`config.mk`:
```
export PLATFORM = sky130hd
export DESIGN_NAME = automata_report_collector_flat
export DESIGN_NICKNAME = d
export VERILOG_FILES = /design/src/rtl/automata_report_collector_if.sv /design/src/rtl/automata_report_collector.sv /design/src/flat_wrapper.sv
export SDC_FILE = /design/constraint.sdc
export NUM_CORES = 1
export LEC_CHECK = 0
export ABC_AREA = 1
export CAP_MARGIN = 20
export CELL_PAD_IN_SITES_DETAIL_PLACEMENT = 1
export CELL_PAD_IN_SITES_GLOBAL_PLACEMENT = 1
export CORE_MARGIN = 3
export CORE_UTILIZATION = 45
export DETAILED_ROUTE_END_ITERATION = 12
export PLACE_DENSITY = 0.86
export REMOVE_ABC_BUFFERS = 1
export SETUP_SLACK_MARGIN = 0.5
export SLEW_MARGIN = 15
export SYNTH_ARGS = -nofsm -noshare
export SYNTH_HDL_FRONTEND = slang
export SYNTH_SLANG_ARGS = --single-unit
```
`constraint.sdc`:
```
create_clock -name clk -period 9.7 [get_ports clk]
set_clock_uncertainty 0.15 [all_clocks]
set_input_delay 0.97 -clock clk [delete_from_list [all_inputs] [get_ports clk]]
set_output_delay 0.97 -clock clk [all_outputs]
set_load 0.02 [all_outputs]
```
`src/rtl/automata_report_collector_if.sv`:
```
// Report-event output stream bus for automata_report_collector.
//   out_valid : head event available (driven by the collector)
//   out_ready : downstream reader accepts the head event
//   out_data  : {timestamp, report vector}, timestamp in the MSBs
// The master modport belongs to the collector and the slave modport to the reader.
interface automata_report_collector_if #(
  parameter int DATA_WIDTH = 64
);
  logic                  out_valid;
  logic                  out_ready;
  logic [DATA_WIDTH-1:0] out_data;

  modport master (output out_valid, output out_data, input out_ready);
  modport slave  (input out_valid, input out_data, output out_ready);
endinterface

```
`src/rtl/automata_report_collector.sv`:
```
// automata_report_collector
// Timestamps the report wires of one automata stage and buffers every
// nonzero report vector seen while run=1 in a small FIFO for a downstream
// reader. Events that arrive while the FIFO is full are dropped and counted.
// Ports:
//   clk          : single clock, rising edge
//   reset        : synchronous active-high reset
//   run          : symbol-valid qualifier; advances the timestamp
//   reports      : report wires from the stage, bit 0 first
//   out          : event stream (out_valid / out_ready / out_data)
//   fifo_count   : number of buffered events
//   overflow     : sticky, set when an event has been dropped
//   drop_count   : saturating count of dropped events
//   clear_status : clears overflow and drop_count
module automata_report_collector #(
  parameter int NUM_REPORTS = 40,
  parameter int TS_WIDTH    = 24,
  parameter int FIFO_DEPTH  = 8
) (
  input  logic                            clk,
  input  logic                            reset,
  input  logic                            run,
  input  logic [NUM_REPORTS-1:0]          reports,
  automata_report_collector_if.master     out,
  output logic [$clog2(FIFO_DEPTH):0]     fifo_count,
  output logic                            overflow,
  output logic [15:0]                     drop_count,
  input  logic                            clear_status
);

  localparam int AW = $clog2(FIFO_DEPTH);
  localparam int DW = TS_WIDTH + NUM_REPORTS;
  localparam logic [AW:0] DEPTH_C = (AW + 1)'(FIFO_DEPTH);

  logic [DW-1:0]       mem_q [FIFO_DEPTH];
  logic [TS_WIDTH-1:0] ts_q,       ts_d;
  logic [AW-1:0]       wrPtr_q,    wrPtr_d;
  logic [AW-1:0]       rdPtr_q,    rdPtr_d;
  logic [AW:0]         count_q,    count_d;
  logic                overflow_q, overflow_d;
  logic [15:0]         drops_q,    drops_d;

  logic pushReq;
  logic popReq;
  logic empty;
  logic full;
  logic accept;
  logic dropEvt;

  // Handshake decode. A full FIFO can still take a new event when the head
  // leaves on the same edge, so only push-while-full-without-pop drops.
  always_comb begin
    empty   = (count_q == '0);
    full    = (count_q == DEPTH_C);
    pushReq = run && (reports != '0);
    popReq  = !empty && out.out_ready;
    accept  = pushReq && (!full || popReq);
    dropEvt = pushReq && full && !popReq;
  end

  // Next-state for timestamp, pointers, occupancy and status. Pointers wrap
  // for free because the depth is a power of two. A clear on the same edge
  // as a drop wins, so the drop is not recorded.
  always_comb begin
    ts_d       = ts_q;
    wrPtr_d    = wrPtr_q;
    rdPtr_d    = rdPtr_q;
    count_d    = count_q;
    overflow_d = overflow_q;
    drops_d    = drops_q;

    if (run) begin
      ts_d = ts_q + TS_WIDTH'(1);
    end
    if (accept) begin
      wrPtr_d = wrPtr_q + AW'(1);
    end
    if (popReq) begin
      rdPtr_d = rdPtr_q + AW'(1);
    end
    if (accept && !popReq) begin
      count_d = count_q + (AW + 1)'(1);
    end else if (!accept && popReq) begin
      count_d = count_q - (AW + 1)'(1);
    end

    if (clear_status) begin
      overflow_d = 1'b0;
      drops_d    = '0;
    end else if (dropEvt) begin
      overflow_d = 1'b1;
      if (drops_q != 16'hFFFF) begin
        drops_d = drops_q + 16'd1;
      end
    end
  end

  // Control state registers; reset overrides every other update.
  always_ff @(posedge clk) begin
    if (reset) begin
      ts_q       <= '0;
      wrPtr_q    <= '0;
      rdPtr_q    <= '0;
      count_q    <= '0;
      overflow_q <= 1'b0;
      drops_q    <= '0;
    end else begin
      ts_q       <= ts_d;
      wrPtr_q    <= wrPtr_d;
      rdPtr_q    <= rdPtr_d;
      count_q    <= count_d;
      overflow_q <= overflow_d;
      drops_q    <= drops_d;
    end
  end

  // Event storage. The captured timestamp is the value before this edge's
  // increment. Contents need no reset; the pointers decide what is valid.
  always_ff @(posedge clk) begin
    if (!reset && accept) begin
      mem_q[wrPtr_q] <= {ts_q, reports};
    end
  end

  // The head is masked to zero when nothing is buffered.
  assign out.out_valid = !empty;
  assign out.out_data  = empty ? '0 : mem_q[rdPtr_q];
  assign fifo_count    = count_q;
  assign overflow      = overflow_q;
  assign drop_count    = drops_q;

endmodule

```
`src/flat_wrapper.sv`:
```
// flat-port wrapper written by rule: the top's interface ports become plain ports
module automata_report_collector_flat 
#(
  parameter int NUM_REPORTS = 40,
  parameter int TS_WIDTH    = 24,
  parameter int FIFO_DEPTH  = 8
)
  (clk, reset, run, reports, fifo_count, overflow, drop_count, clear_status, out_out_valid, out_out_data, out_out_ready);
  automata_report_collector_if #(.DATA_WIDTH(((24) + (40)))) out_i ();
  input  logic clk;
  input  logic reset;
  input  logic run;
  input  logic [NUM_REPORTS-1:0] reports;
  output logic [$clog2(FIFO_DEPTH):0] fifo_count;
  output logic overflow;
  output logic [15:0] drop_count;
  input  logic clear_status;
  output wire logic [$bits(out_i.out_valid)-1:0] out_out_valid;
  output wire logic [$bits(out_i.out_data)-1:0] out_out_data;
  input wire logic [$bits(out_i.out_ready)-1:0] out_out_ready;
  assign out_out_valid = out_i.out_valid;
  assign out_out_data = out_i.out_data;
  assign out_i.out_ready = out_out_ready;
  automata_report_collector #(.NUM_REPORTS(NUM_REPORTS), .TS_WIDTH(TS_WIDTH), .FIFO_DEPTH(FIFO_DEPTH)) u_core (.clk(clk), .reset(reset), .run(run), .reports(reports), .out(out_i), .fifo_count(fifo_count), .overflow(overflow), .drop_count(drop_count), .clear_status(clear_status));
endmodule
```
After elaboration in Yosys (flattened, before gate mapping)
Memory sizes are Yosys's and may differ from the RTL's. A register that Yosys moved wholly into a read port is not among the register bits.
Cells that the tools add are included.
{"block": "totals", "output_inout_bits": 86, "reg_bits": 51, "mem_bits_rw": 512, "mem_count": 1}
{"block": "op_classes", "n_mux": 7, "eq_ne": 2, "reduce_logical": 19, "add_sub_neg": 6}
{"name": "u_core.mem_q", "depth": 8, "word_bits": 64, "rd": 1, "rd_ports_with_merged_regs": 1, "write_ports": 1, "line_no": "automata_report_collector.sv:35", "source": "logic [DW-1:0] mem_q [FIFO_DEPTH];"}
{"cell": "2-to-1 mux 64 bit", "count": 1}
{"cell": "nonzero test 40 bit", "count": 1}
{"cell": "adder 24 x 1 -> 24 bit (second input constant)", "count": 1}
{"cell": "adder 16 x 1 -> 16 bit (second input constant)", "count": 1}
{"cell": "!= test 16 bit (second input constant)", "count": 1}
{"cell": "logical AND 1 bit", "count": 8}
{"cell": "2-to-1 mux 4 bit", "count": 2}
{"cell": "adder 3 x 1 -> 3 bit (second input constant)", "count": 2}
{"cell": "2-to-1 mux 3 bit", "count": 2}
{"cell": "zero test 1 bit", "count": 5}
{"cell": "adder 4 x 1 -> 4 bit (second input constant)", "count": 1}
{"cell": "equality test 4 bit (second input constant)", "count": 1}
{"cell": "zero test 4 bit", "count": 1}
{"cell": "subtractor 4 x 1 -> 4 bit (second input constant)", "count": 1}
{"cell": "2-to-1 mux 1 bit", "count": 2}
{"cell": "AND reduction 2 bit", "count": 1}
{"cell": "nonzero test 2 bit", "count": 1}
{"cell": "OR reduction 2 bit", "count": 1}
{"cell": "logical OR 1 bit", "count": 1}

Logic depth before layout (Yosys ltp)
Gate-level depths: netlist of run 1.
{"block": "depth", "ltp_word": 9, "depth_mapped": 17, "mapped_depth_nobuf": 17}

Least setup slack after synthesis of run 1
No wires, ideal clock.
{"block": "synth_path", "path_kind": "in2reg", "from": "input reports[15]", "to": "memory u_core.mem_q[4][0] (netlist name), enable pin", "setup_slack_ps": 3013, "path_buffers": 0, "setup_time_ps": 565, "path_stages": 8, "arrival_ps": 5971, "path_cell_list": "nor2_1 nand2_1 nor2_1 nand3_1 nor2_1 nor3_2 nand2_1 nor3_1"}
{"block": "synth_via", "elab_chain_cells": 6}
{"element": "start, declared", "line_no": "flat_wrapper.sv:13", "source": "input logic [NUM_REPORTS-1:0] reports;"}
{"element": "nonzero test 40 bit", "line_no": "automata_report_collector.sv:55", "source": "pushReq = run && (reports != '0);"}
{"element": "logical AND 1 bit", "line_no": "automata_report_collector.sv:55"}
{"element": "logical AND 1 bit", "line_no": "automata_report_collector.sv:57", "source": "accept = pushReq && (!full || popReq);"}
{"element": "logical AND 1 bit", "line_no": "automata_report_collector.sv:120", "source": "if (!reset && accept) begin"}
{"element": "2-to-1 mux 1 bit", "line_no": "automata_report_collector.sv:120"}
{"element": "2-to-1 mux 1 bit (not written as such)", "line_no": "automata_report_collector.sv:121", "source": "mem_q[wrPtr_q] <= {ts_q, reports};"}
{"element": "end, declared", "line_no": "automata_report_collector.sv:35"}
No other way between the ends.

==> results of run 1 <==
-- flip-flops by register name, summed over array words and instances (netlist names), named ones only --
signal / flops
u_core.mem_q: 512
u_core.ts_q: 24
u_core.drop_count: 16
u_core.fifo_count: 4
u_core.rdPtr_q: 3
u_core.wrPtr_q: 3
u_core.overflow: 1
-- area by class of cell --
type	count	area share (%)
well taps	664	3.13
clock buffers	73	5.74
flip-flops and latches	566	62.0
multi-input cells	1150	20.9
clock inverters	33	1.50
inverters	51	0.763
repair buffers	156	6.03
-- through the flow --
step / util, % / total power, mW / setup slack, ns / instance area, um2
3_5_place_dp: 49.6 / 4.72 / 4.23 / 24500
4_1_cts: 53.5 / 7.02 / 3.51 / 26400
2_1_floorplan: - / 3.89 / 0.238 / 22100
3_3_place_gp: 49.6 / 4.63 / 4.23 / 24500
6_report: 53.8 / 7.01 / 3.59 / 26600
5_1_grt: 53.8 / 7.30 / 3.38 / 26600
-- layer usage --
metal / up-vias / routed length [um]
li1: 6989 / -
met4: 0 / 1600
met5: - / 0
met2: 699 / 33600
met3: 124 / 4340
met1: 8133 / 26300
-- worst paths after layout --
path                                      startpoint            endpoint  cells past startpoint  slack, ns
worst max-delay path                        register    out_out_data[40]                      8       3.59
worst min-delay path               u_core.rdPtr_q[2]            register                      2       0.30
worst max register to register  u_core.fifo_count[0]  u_core.mem_q[7][2]                      8       6.02
worst min register to register     u_core.rdPtr_q[2]            register                      2       0.30
-- power breakdown --
group,switching (mW),leakage (nW),internal [mW]
clock,0.970,0.942,1.31
combinational,1.26,2.67,0.681
sequential,0.0848,5.19,2.70
-- worst max-delay path, delay by kind of cell (launching register included) --
family                 cells  cell delay (ns)
AO/OA/AOI/OAI              4             0.96
flip-flops                 1             0.82
buffers and inverters      4             2.52
-- cell usage in the layout (no fill, tap or decap), types with 3 or more instances in the layout --
cell type,instances
a21oi_1,33
a31oi_1,64
buf_16,4
buf_4,20
bufinv_16,7
clkbuf_1,11
clkbuf_16,56
clkbuf_8,6
clkdlybuf4s50_1,130
clkinv_1,8
clkinv_2,10
clkinv_4,3
dfxtp_1,52
edfxtp_1,512
ha_1,7
inv_1,46
inv_6,3
nand2_1,90
nand3_1,15
nand4_1,21
nor2_1,463
nor2_2,6
nor2_4,4
nor3_1,8
nor3_2,6
o21ai_0,330
o21ai_1,3
o22ai_1,64
xnor2_1,7
xor2_1,17
-- logic make-up (layout without fill, tap and decap cells) --
group / count (synthesis) / after routing / synth area share, %
flops: 566 / 566 / 72.7
compound gates: 495 / 495 / 11.7
xor+xnor: 24 / 24 / 0.928
simple gates: 623 / 623 / 11.2
buf+inv: 165 / 313 / 3.08
fa+ha+maj: 8 / 8 / 0.475
==> impl_metrics.ini, run 1 <==
[status]
status = finished, final reports clean

[sta]
fin_crit_sh_pct = 63.0
relSlewSlack_pct = 30.0
rsz0062_at_grt = false
fmax_mhz = 164
fin_setup_tns_ns = 0
slew_violations = 0
holdWs_ns = 0.303
final_hold_viol_count = 0
final.min_clock_period_ns = 6.11
setup_viol = 0
worstMarginPinSlew_ns = 1.05

[logic_synthesis]
synth_edf_count = 512
synthArstFlopShare_pct = 0
synth_area_um2 = 22600
synthTopCellsByCount = 512 x edfxtp_1, 467 x nor2_1, 330 x o21ai_0
yosys-top-cells-area = edfxtp_1 68%, nor2_1 7.7%, o21ai_0 7.3%, dfxtp_1 4.8%, a31oi_1 1.8%
synth_top_area_cell = edfxtp_1
yosysMostFrequentCell = edfxtp_1
ys_ff_latch = 566
avgSynthCellArea_um2 = 12.0
yosysWarnings = 0
synthCells = 1881
synth_flop_cell = edfxtp_1
yosysSeqAreaShare_pct = 72.7
netlist-cell-type-count = 33
synth.top_cell.area_share_pct = 67.9

[floorplan]
rows = 81
core-area_um2 = 49400
fp.dieArea_um2 = 53000
fp.dieW_um = 230
io_pins = 131
die_h_um = 230
initial_core_util_pct = 45.9

[pwr]
leakagePower_nw = 8.81
power_density_nw_per_um2 = 264
irDropWorstVdd_mv = 0.170

[cts]
cts_buffers = 56
cts_resized = 0
cts.sinks = 566
clockBufferDepth = 3
cts_setup_buffers = 0
tritoncts = built
holdBufCountCts = 0
clkTransAtPathRegs_ns = 0.06
root_buffer = clkbuf_16
htree_levels = 2
clock_latency_ns = 0.64

[min_path]
min_path_type = reg -> reg

[critical_path]
start_kind = register
crit_chain = buf_4, buf_4, buf_12, o21ai_0, o22ai_1, o21ai_0, a31oi_1, clkdlybuf4s50_1
worstPathArrival_ns = 4.99
worstSetupEndpointType = output port
critical_path.max_stage_delay_ns = 0.82
path_class = reg -> out
critPathRequiredTime_ns = 8.58
critical_path.max_fanout = 81
slowest_stage = dfxtp_4

[job]
drv_cap = 0

[cells_and_area]
drive_gt1_share_pct = 7.05
area_delta_synth_final_pct = 17.3
fin_nets = 2034
fin_cells = 2693
n_antenna_cell = 0
ff_latch_area_um2 = 16500
multi_input_area_um2 = 5540
fillCellCount = 5021

[grt]
grt.total_usage_pct = 24.4
grt_start_max_net_pins = 162
gr-total-overflow = 0
busiest_layer = met2
grt_use_met3_pct = 4.17
grt_pass1_vias = 17100
use_met2_pct = 42.3
grt_pass1_wl_um = 101000
globalRouteMet1Util_pct = 31.2
antenna_found_initial = 0

[drt]
ant_nets = 0
via_per_inst = 5.92
wire_per_inst_um = 24.5
via_count = 15900
drtIter0Drc = 1682
dr.pass1.iters = 5
drc_errors = 0
drt_wl_total_um = 65800

[placed_design]
dp.cells = 2581
io_buffers = 130
post-dp-hpwl_um = 33500
place_congestion = 0.773
Note: power is estimated with default switching activity, not from simulation.
==> run 2, diff against run 1 <==
--- a/config.mk
+++ b/config.mk
@@ -10,9 +10,9 @@
 export CELL_PAD_IN_SITES_DETAIL_PLACEMENT = 1
 export CELL_PAD_IN_SITES_GLOBAL_PLACEMENT = 1
 export CORE_MARGIN = 3
-export CORE_UTILIZATION = 45
+export CORE_UTILIZATION = 44
 export DETAILED_ROUTE_END_ITERATION = 12
-export PLACE_DENSITY = 0.86
+export PLACE_DENSITY = 0.88
 export REMOVE_ABC_BUFFERS = 1
 export SETUP_SLACK_MARGIN = 0.5
 export SLEW_MARGIN = 15
==> constraint.sdc (replaced) <==
create_clock -name clk -period 5.3 [get_ports clk]
set_clock_uncertainty 0.15 [all_clocks]
set_input_delay 0.53 -clock clk [delete_from_list [all_inputs] [get_ports clk]]
set_output_delay 0.53 -clock clk [all_outputs]
set_load 0.02 [all_outputs]
==> impl_metrics.ini, run 2 (synthesis results as in run 1) <==
[sta]
relSlewSlack_pct = 19.6
worstMarginPinSlew_ns = 1.21
fmax_mhz = 227
setup_viol = 0
fin_crit_sh_pct = 83.1
final.min_clock_period_ns = 4.40
worst_slack_ns = 0.895
holdWs_ns = 0.312
rsz0062_at_grt = false
slew_violations = 0
fin_setup_tns_ns = 0
final_hold_viol_count = 0

[grt]
grt_pass1_vias = 17100
gr-total-overflow = 0
grt_pass1_wl_um = 98800
grt_start_max_net_pins = 181
grt.total_usage_pct = 23.6
antenna_found_initial = 1

[drt]
via_count = 15700
dr.pass1.iters = 7
drc_errors = 0
drt_wl_total_um = 64400
wire_per_inst_um = 23.9
drtIter0Drc = 1392
via_per_inst = 5.82
ant_nets = 0

[placed_design]
io_buffers = 130
placed_area_um2 = 24600
place_ws_ns = 1.12
place_congestion = 0.779
dp.cells = 2595
post-dp-hpwl_um = 34400

[critical_path]
cp.buffers_inverters = 3
worstPathArrival_ns = 3.72
slowest_stage = clkinv_2
cpMostUsedCell = nor2_1
cp_top_family = buffers and inverters
path_class = reg -> out
crit_chain = nor2_1, nand2_1, nor2_1, clkinv_2, buf_4, o21ai_0, a31oi_1, clkdlybuf4s50_1
worstSetupEndpointType = output port
critPathRequiredTime_ns = 4.62
critical_path.max_fanout = 44
critical_path.max_stage_delay_ns = 0.78
start_kind = register

[pwr]
power.share.switching_pct = 32.5
irDropWorstVdd_mv = 0.242
leakagePower_nw = 8.78
p_switching_mw = 4.13
power_density_nw_per_um2 = 479
p_comb_share_pct = 28.5
power_mw = 12.7
intPower_mw = 8.57
p_seq_share_pct = 39.7
clockPowerShare_pct = 31.8

[cells_and_area]
post-route-util_pct = 52.5
n_antenna_cell = 0
drive_gt1_share_pct = 6.81
largest-register = u_core.mem_q
area_delta_synth_final_pct = 17.2
stdcell_area_um2 = 26500
final_common_cell = edfxtp_1
fin_nets = 2036
mostFrequentLayoutCells = 512 x edfxtp_1, 463 x nor2_1, 330 x o21ai_0, 130 x clkdlybuf4s50_1, 90 x nand2_1
largest_reg_flops = 512
fin_cells = 2698

[cts]
holdBufCountCts = 0
tritoncts = built
clkTransAtPathRegs_ns = 0.06
root_buffer = clkbuf_16
cts.sinks = 566
cts_resized = 0
cts_setup_buffers = 0
htree_levels = 2
cts_buffers = 57
clock_latency_ns = 0.61
clockBufferDepth = 3

[floorplan]
fp.dieArea_um2 = 54200
core-area_um2 = 50500
die_h_um = 233
initial_core_util_pct = 44.9
rows = 82
fp.dieW_um = 233
io_pins = 131

[status]
status = finished, final reports clean

[job]
drv_cap = 0

[min_path]
min_path_type = reg -> reg
-- run 2: final cells by class --
type,instances,area [um2]
multi-input combinational,1150,5540
inverter,51,205
clock buffer,75,1570
timing repair buffer,157,1610
sequential,566,16500
tap,672,841
fill,5155,24000
clock inverter,27,299
-- run 2: worst paths after layout --
| kind | startpoint | to | slack (ns) | cells after the start |
|---|---|---|---|---|
| worst min register to register | u_core.overflow | u_core.overflow | 0.31 | 2 |
| worst max-delay path | u_core.fifo_count[0] | out_out_data[52] | 0.90 | 8 |
| worst max register to register | u_core.fifo_count[0] | u_core.mem_q[5][27] | 2.00 | 7 |
| worst min-delay path | u_core.overflow | u_core.overflow | 0.31 | 2 |
-- run 2: layer usage --
layer	vias to the layer above	GRT usage (%)	part of all wire (%)
li1	6990	-	-
met1	8026	30.2	41
met2	569	41.1	51
met3	127	3.89	5.5
met4	0	7.56	2.6
met5	-	0	0
-- run 2: worst reg2reg max path, cell delays in order, from the launching register on --
cell     delay (ns)
dfxtp_1        0.47
nor2_1         0.09
nand2_1        0.13
nor3_4         0.14
nor3_2         0.42
nand3_1        0.43
nor2_4         0.81
buf_12         0.31
-- run 2: power groups by stage --
stage | Sequential (mW) | Clock (mW) | Combinational, mW
6_report | 5.04 | 4.04 | 3.62
5_1_grt | 5.05 | 4.27 | 3.92
4_1_cts | 5.04 | 4.09 | 3.63
3_5_place_dp | 5.13 | 0 | 3.56
3_3_place_gp | 5.12 | 0 | 3.39
2_1_floorplan | 5.26 | 0 | 1.85
==> run 3, diff against run 2 <==
==> constraint.sdc (replaced) <==
create_clock -name clk -period 3.7 [get_ports clk]
set_clock_uncertainty 0.15 [all_clocks]
set_input_delay 0.37 -clock clk [delete_from_list [all_inputs] [get_ports clk]]
set_output_delay 0.37 -clock clk [all_outputs]
set_load 0.02 [all_outputs]
==> impl_metrics.ini, run 3 (synthesis results as in run 1) <==
[status]
status = finished, final reports clean

[grt]
grt_pass1_wl_um = 110000
grt.total_usage_pct = 26.9
antenna_found_initial = 2
grt_pass1_vias = 18200
grt_start_max_net_pins = 56
gr-total-overflow = 0

[placed_design]
place_ws_ns = 0.0707
dp.cells = 2635
place_congestion = 0.766
post-dp-hpwl_um = 38900
placed_area_um2 = 25100
io_buffers = 130

[critical_path]
path_class = reg -> out
start_kind = register
slowest_stage = dfxtp_4
critical_path.max_stage_delay_ns = 0.43
critical_path.max_fanout = 40
crit_chain = inv_4, buf_12, o21ai_0, o22ai_1, o21ai_0, a31oi_1, dlygate4sd2_1
worstSetupEndpointType = output port
cp.buffers_inverters = 3
cp_top_family = compound AO/OA/AOI/OAI gates
worstPathArrival_ns = 2.68
cpMostUsedCell = o21ai_0
critPathRequiredTime_ns = 3.18

[sta]
fin_setup_tns_ns = 0
relSlewSlack_pct = 48.5
final_hold_viol_count = 0
slew_violations = 0
worstMarginPinSlew_ns = 0.772
final.min_clock_period_ns = 3.20
rsz0062_at_grt = true
setup_viol = 0
holdWs_ns = 0.0271
fmax_mhz = 313
worst_slack_ns = 0.505
fin_crit_sh_pct = 86.4

[cts]
root_buffer = clkbuf_16
cts.sinks = 566
clock_latency_ns = 0.62
htree_levels = 2
tritoncts = built
clockBufferDepth = 3
cts_buffers = 55
clkTransAtPathRegs_ns = 0.06

[pwr]
p_switching_mw = 6.59
clockPowerShare_pct = 30.0
power_mw = 18.6
power.share.switching_pct = 35.5
p_seq_share_pct = 38.8
power_density_nw_per_um2 = 685
leakagePower_nw = 9.28
intPower_mw = 12.0
irDropWorstVdd_mv = 0.388
p_comb_share_pct = 31.2

[floorplan]
fp.dieW_um = 233
die_h_um = 233
initial_core_util_pct = 44.9
fp.dieArea_um2 = 54200
core-area_um2 = 50500
io_pins = 131
rows = 82

[job]
drv_cap = 0

[cells_and_area]
stdcell_area_um2 = 27100
largest_reg_flops = 512
fin_nets = 2089
n_antenna_cell = 0
post-route-util_pct = 53.7
final_common_cell = edfxtp_1
drive_gt1_share_pct = 11.5
fin_cells = 2754
mostFrequentLayoutCells = 512 x edfxtp_1, 460 x nor2_1, 328 x o21ai_0, 90 x nand2_1, 64 x o22ai_1
ff_latch_area_um2 = 16500
area_delta_synth_final_pct = 19.7
fillCellCount = 5138
largest-register = u_core.mem_q
multi_input_area_um2 = 5630

[drt]
drtIter0Drc = 1979
via_count = 16900
wire_per_inst_um = 27.3
drt_wl_total_um = 75200
via_per_inst = 6.13
drc_errors = 0
dr.pass1.iters = 5
ant_nets = 0

[min_path]
min_path_type = in -> reg
-- run 3: timing repair --
item | CTS | global route
setup buffers | 6 | 2
pin swaps | 0 | 3
cloned | 7 | 1
resized for setup | 117 | 91
setup endpoints to repair | 65 | 53
hold buffers | 0 | 0
-- run 3: final cells by class --
class / instances / area share, %
Sequential cell: 566 / 60.7
Inverter: 51 / 0.845
Multi-Input combinational cell: 1150 / 20.8
Timing Repair inverter: 2 / 0.0554
Tap cell: 672 / 3.10
Clock buffer: 73 / 5.36
Clock inverter: 30 / 1.01
Timing Repair Buffer: 210 / 8.14
-- run 3: per-layer routing --
layer  global-route usage (%)  vias up  part of all wire (%)
met5                        0        -                 0.017
met4                     12.2        2                   3.9
met3                     5.28      203                   8.1
met2                     46.4      978                    51
met1                     32.6     8593                    37
li1                         -     7111                     -
-- run 3: power groups by stage --
stage,Sequential (mW),Combinational [mW],Clock (mW)
after detailed placement,7.37,5.33,0
final,7.21,5.79,5.57
after global placement,7.35,5.05,0
after global routing,7.22,6.15,5.87
after floorplan,7.54,2.65,0
after CTS,7.21,5.65,5.53
-- run 3: worst paths after layout --
path,start,to,slack [ns],depth (start not counted)
setup / recovery,register,out_out_data[51],0.50,7
hold / removal,reports[39],u_core.mem_q[4][39],0.03,1
setup reg to reg,u_core.fifo_count[0],u_core.fifo_count[3],0.98,16
hold reg to reg,u_core.overflow,u_core.overflow,0.32,2
